File: src/rtl/multicycle_ctrl.sv
// multicycle_ctrl: main control FSM for the multicycle MIPS datapath.
// Sequences fetch/decode/execute/memory/writeback one instruction at a time,
// stalls fetch and memory states on mem_ready and counts retired instructions.
// Optional feature: define MC_JUMP_EN to implement the j instruction (JEX).
module multicycle_ctrl #(
  parameter int CNT_W = 16
) (
  input  logic             clk,
  input  logic             rst,
  input  logic [5:0]       op,
  input  logic             mem_ready,
  output logic             mem_req,
  output logic             iord,
  output logic             mem_write,
  output logic             ir_write,
  output logic             pc_write,
  output logic             branch,
  output logic [1:0]       pc_src,
  output logic             alu_src_a,
  output logic [1:0]       alu_src_b,
  output logic [1:0]       alu_op,
  output logic             reg_dst,
  output logic             mem_to_reg,
  output logic             reg_write,
  output logic             illegal_op,
  output logic             retire,
  output logic [CNT_W-1:0] retired_cnt,
  output logic [3:0]       state
);

  typedef enum logic [3:0] {
    S_FETCH   = 4'd0,
    S_DECODE  = 4'd1,
    S_MEMADR  = 4'd2,
    S_MEMRD   = 4'd3,
    S_MEMWB   = 4'd4,
    S_MEMWR   = 4'd5,
    S_RTYPEEX = 4'd6,
    S_RTYPEWB = 4'd7,
    S_BEQEX   = 4'd8,
    S_ADDIEX  = 4'd9,
    S_ADDIWB  = 4'd10,
    S_JEX     = 4'd11
  } state_t;

  // Moore control word; 'fetch' enables the mem_ready-gated IR/PC loads.
  typedef struct packed {
    logic       mem_req;
    logic       iord;
    logic       mem_write;
    logic       fetch;
    logic       pc_write;
    logic       branch;
    logic [1:0] pc_src;
    logic       alu_src_a;
    logic [1:0] alu_src_b;
    logic [1:0] alu_op;
    logic       reg_dst;
    logic       mem_to_reg;
    logic       reg_write;
    logic       retire;
  } ctl_t;

  localparam logic [5:0] OP_LW    = 6'b100011;
  localparam logic [5:0] OP_SW    = 6'b101011;
  localparam logic [5:0] OP_RTYPE = 6'b000000;
  localparam logic [5:0] OP_BEQ   = 6'b000100;
  localparam logic [5:0] OP_ADDI  = 6'b001000;
  localparam logic [5:0] OP_J     = 6'b000010;

  state_t           state_q;
  state_t           state_nxt;
  logic             run_q;
  ctl_t             ctl_q;
  logic [CNT_W-1:0] cnt_q;
  logic             op_legal;

  // Control word driven while in a given state; unlisted fields stay 0.
  function automatic ctl_t moore_ctl(input state_t s);
    ctl_t c;
    c = '0;
    case (s)
      S_FETCH:   begin c.mem_req = 1'b1; c.fetch = 1'b1; c.alu_src_b = 2'b01; end
      S_DECODE:  c.alu_src_b = 2'b11;
      S_MEMADR:  begin c.alu_src_a = 1'b1; c.alu_src_b = 2'b10; end
      S_MEMRD:   begin c.mem_req = 1'b1; c.iord = 1'b1; end
      S_MEMWB:   begin c.mem_to_reg = 1'b1; c.reg_write = 1'b1; c.retire = 1'b1; end
      S_MEMWR:   begin c.mem_req = 1'b1; c.iord = 1'b1; c.mem_write = 1'b1; end
      S_RTYPEEX: begin c.alu_src_a = 1'b1; c.alu_op = 2'b10; end
      S_RTYPEWB: begin c.reg_dst = 1'b1; c.reg_write = 1'b1; c.retire = 1'b1; end
      S_BEQEX:   begin
        c.alu_src_a = 1'b1; c.alu_op = 2'b01; c.branch = 1'b1;
        c.pc_src = 2'b01; c.retire = 1'b1;
      end
      S_ADDIEX:  begin c.alu_src_a = 1'b1; c.alu_src_b = 2'b10; end
      S_ADDIWB:  begin c.reg_write = 1'b1; c.retire = 1'b1; end
`ifdef MC_JUMP_EN
      S_JEX:     begin c.pc_src = 2'b10; c.pc_write = 1'b1; c.retire = 1'b1; end
`endif
      default:   c = '0;
    endcase
    return c;
  endfunction

  // Opcodes this controller knows how to sequence.
  always_comb begin
    op_legal = 1'b0;
    case (op)
      OP_LW, OP_SW, OP_RTYPE, OP_BEQ, OP_ADDI: op_legal = 1'b1;
`ifdef MC_JUMP_EN
      OP_J:                                    op_legal = 1'b1;
`endif
      default:                                 op_legal = 1'b0;
    endcase
  end

  // Next-state selection; held in FETCH until the first edge after reset.
  always_comb begin
    state_nxt = S_FETCH;
    if (run_q) begin
      case (state_q)
        S_FETCH:   state_nxt = mem_ready ? S_DECODE : S_FETCH;
        S_DECODE: begin
          case (op)
            OP_LW, OP_SW: state_nxt = S_MEMADR;
            OP_RTYPE:     state_nxt = S_RTYPEEX;
            OP_BEQ:       state_nxt = S_BEQEX;
            OP_ADDI:      state_nxt = S_ADDIEX;
`ifdef MC_JUMP_EN
            OP_J:         state_nxt = S_JEX;
`endif
            default:      state_nxt = S_FETCH;
          endcase
        end
        S_MEMADR:  state_nxt = (op == OP_SW) ? S_MEMWR : S_MEMRD;
        S_MEMRD:   state_nxt = mem_ready ? S_MEMWB : S_MEMRD;
        S_MEMWR:   state_nxt = mem_ready ? S_FETCH : S_MEMWR;
        S_RTYPEEX: state_nxt = S_RTYPEWB;
        S_ADDIEX:  state_nxt = S_ADDIWB;
        default:   state_nxt = S_FETCH;
      endcase
    end
  end

  // State, registered Moore control word and retired-instruction counter.
  always_ff @(posedge clk or posedge rst) begin
    if (rst) begin
      state_q <= S_FETCH;
      run_q   <= 1'b0;
      ctl_q   <= '0;
      cnt_q   <= '0;
    end else begin
      run_q   <= 1'b1;
      state_q <= state_nxt;
      ctl_q   <= moore_ctl(state_nxt);
      if (retire) cnt_q <= cnt_q + CNT_W'(1);
    end
  end

  // Fetch loads and the MEMWR retire wait on mem_ready in the same cycle.
  assign mem_req     = ctl_q.mem_req;
  assign iord        = ctl_q.iord;
  assign mem_write   = ctl_q.mem_write;
  assign ir_write    = ctl_q.fetch & mem_ready;
  assign pc_write    = ctl_q.pc_write | (ctl_q.fetch & mem_ready);
  assign branch      = ctl_q.branch;
  assign pc_src      = ctl_q.pc_src;
  assign alu_src_a   = ctl_q.alu_src_a;
  assign alu_src_b   = ctl_q.alu_src_b;
  assign alu_op      = ctl_q.alu_op;
  assign reg_dst     = ctl_q.reg_dst;
  assign mem_to_reg  = ctl_q.mem_to_reg;
  assign reg_write   = ctl_q.reg_write;
  assign retire      = ctl_q.retire | (ctl_q.mem_write & mem_ready);
  assign illegal_op  = (state_q == S_DECODE) & ~op_legal;
  assign retired_cnt = cnt_q;
  assign state       = state_q;

endmodule

File: config.mk
export PLATFORM = sky130hd
export DESIGN_NAME = multicycle_ctrl
export DESIGN_NICKNAME = d
export VERILOG_FILES = /design/src/rtl/multicycle_ctrl.sv
export SDC_FILE = /design/constraint.sdc
export NUM_CORES = 1
export LEC_CHECK = 0
export CAP_MARGIN = 20
export CORE_UTILIZATION = 48
export CTS_CLUSTER_SIZE = 12
export DETAILED_ROUTE_END_ITERATION = 7
export PLACE_DENSITY = 0.87
export SETUP_SLACK_MARGIN = 0.3
export SLEW_MARGIN = 20
export SYNTH_ARGS = -nofsm -noshare
export SYNTH_HDL_FRONTEND = slang
export SYNTH_SLANG_ARGS = --single-unit
File: constraint.sdc
create_clock -name clk -period 2.28 [get_ports clk]
set_clock_uncertainty 0.1 [all_clocks]
set_input_delay 0.228 -clock clk [delete_from_list [all_inputs] [get_ports clk]]
set_output_delay 0.228 -clock clk [all_outputs]
set_load 0.01 [all_outputs]
==> results.toml <==
[logic_synthesis]
avgSynthCellArea_um2 = 10.56
yosysMostFrequentCell = "dfrtp_1"
ys.warnings.count = 0
synth_edf_count = 0
synth_nets = 176
syn_area_um2 = 1753
synth.distinct_cells = 51
synth_sequential_area_ratio_pct = 48.54
yosys.area.top_type = "dfrtp_1"
synth_flop_cell = "dfrtp_1"
synth_commonest_cells = "34 x dfrtp_1, 15 x nor2_1, 13 x nand2_1, 12 x xnor2_1, 10 x nand3_1"
ys_seq_elements = 34
synth-async-reset-ratio_pct = 100.0
synth_top_area_share_pct = 48.54
netlist_instances = 166
synth_area_leaders = "dfrtp_1 49%, xnor2_1 6.0%, nor2_1 3.2%"

[timing]
setup_viol = 0
fin_tns_setup_ps = 0
hold_viol_final = 0
fmax_mhz = 510.9
min_period_over_period_pct = 85.84
period_needed_ps = 1957
holdWs_ps = 169.9
slew_violations = 0
rsz0062_at_grt = "false"

[setup_path]
cp_slowest_stage_delay_ps = 520
rr_startpoint = "state[2]"
slowest_stage = "or4b_4"
worstPathBufferInverterCount = 1
worstPathRequired_ps = 2410
crit_family = "simple AND/OR/NAND/NOR gates"
crit_start = "state[2]"
critPathArrivalTime_ps = 2090
startpoint_type = "flip-flop"
cp-end-kind = "flip-flop"
crit_chain = "or4b_4 -> nor3_4 -> buf_6 -> o21a_4 -> nand2b_4 -> a32o_1"
critical_path_peak_fanout = 4
path_class = "reg -> reg"

[clocking]
cts_tree = "yes"
clockRootBuffer = "clkbuf_4"
clockBufferDepth = 2
clk_latency_ps = 330
cts.hold.buffers_added = 0
clk_pin_slew_worst_paths_ps = 100
clock_sinks = 34
cts_max_level = 2
numCtsBuffers = 5

[routing]
ant_nets = 0
drtIter0Drc = 55
post-route-drc-count = 0
wl_um = 3898
post_drt_wl_per_cell_um = 14.02
vias_per_cell = 5.281
num_vias = 1468
drt_pass1_iterations = 4

[placed_design]
dp_cells = 256
portBuffers = 45
hpwl_um = 2620
gp_congestion = 0.9016

[finish]
drive_above_1_share_pct = 24.14
n_antenna_cell = 0
utilization_pct = 73.08
multi_input_comb_area_um2 = 855.8
n_fill_cell = 229
largest_register_ffs = 16
final-seq-area_um2 = 854.6
fin_cells = 278
final_nets = 241
syn2layout_area_growth_pct = 42.40

[global_route]
grt-busiest-layer = "met2"
grt_max_degree = 35
grt_usage_pct = 20.41
gr-usage-met3_pct = 4.380
first_global_vias = 1256
grt_pass1_wl_um = 6154
use_met1_pct = 29.16
gr-total-overflow = 0
grtUsageMet2_pct = 30.84
antenna_found_initial = 0

[job]
maxCapViolCount = 0

[die]
start_util_pct = 51.32
die-height_um = 62.43
die_w_um = 62.43
rows = 21
die-area_um2 = 3898
coreArea_um2 = 3416
pin_count = 47

[power_and_ir_drop]
leakagePower_nw = 1.124
ir_drop_mv = 0.3464
power_mw = 1.111
powerDensity_nw_per_um2 = 445.2

[status]
status = "completed"

[min_path]
hold_path.class = "in -> async"
## routing by layer
metal  vias to the layer above  wire (um)
li1                        715          -
met1                       690       1738
met2                        58       1894
met3                         5        220
met4                         0         44
met5                         -          0
## cells by family after synthesis
logic type               share of synthesized area [%]
flip-flops                                       48.54
buffers and inverters                            7.280
AO/OA/AOI/OAI                                    12.28
XOR/XNOR                                         7.994
multiplexers                                    0.6424
AND/OR/NAND/NOR                                  22.13
adder cells (fa/ha/maj)                         0.7137
other                                           0.4284
## metrics by stage
stage                     cell area (um^2)  setup WS (ps)
after global routing                  2496          225.8
after detailed placement              2235          8.982
after CTS                             2320          306.7
final                                 2496          322.8
after global placement                2235          44.27
after floorplan                       1753          311.8
## where the power goes
part | internal (mW) | switching (mW)
Clock | 0.148 | 0.196
Combinational | 0.0733 | 0.0681
Sequential | 0.614 | 0.0113
## final cells by class
| class | instances | share of cell area (%) |
|---|---|---|
| Timing Repair Buffer | 69 | 25.86 |
| Sequential cell | 34 | 34.24 |
| Multi-Input combinational cell | 116 | 34.29 |
| Clock buffer | 6 | 2.055 |
| Clock inverter | 2 | 0.5013 |
| Inverter | 5 | 0.7519 |
| Tap cell | 46 | 2.306 |
## cell usage in the layout (no fill, tap or decap), types with 2 or more instances in the layout
cell and n:
nand2b_1 2, nand4_1 4, inv_1 4, clkbuf_4 5, dfrtp_2 3, o21a_1 3, nand2_1 13, nand3_1 9
nand2b_4 2, a21oi_1 6, buf_4 19, nor4_2 2, dlygate4sd2_1 2, conb_1 2, o21ai_0 4, and3_1 5
dfrtp_1 31, buf_6 2, nor2_1 15, xor2_1 4, xnor2_1 12, clkdlybuf4s50_1 42
## path summary, 6_finish.rpt
| path | end | slack (ps) | depth (start not counted) |
|---|---|---|---|
| setup / recovery | ctl_q[0] | 320 | 6 |
| hold / removal | retired_cnt[10] | 170 | 3 |
| setup reg to reg | ctl_q[0] | 320 | 6 |
| hold reg to reg | retired_cnt[15] | 380 | 1 |
| max in group asynchronous | state[0] | 1590 | 3 |
| min in group clk | retired_cnt[15] | 380 | 1 |
## worst min-delay path, stage by stage
cell and delay, ps:
clkdlybuf4s50_1 400, inv_1 50, buf_4 360
## timing repair
item,in CTS,in global routing
resized for setup,7,12
setup buffers,0,12
endpoints found under the setup margin,5,12
pin swaps,7,7
cloned,0,2
Power figures use the tool's default switching activity.
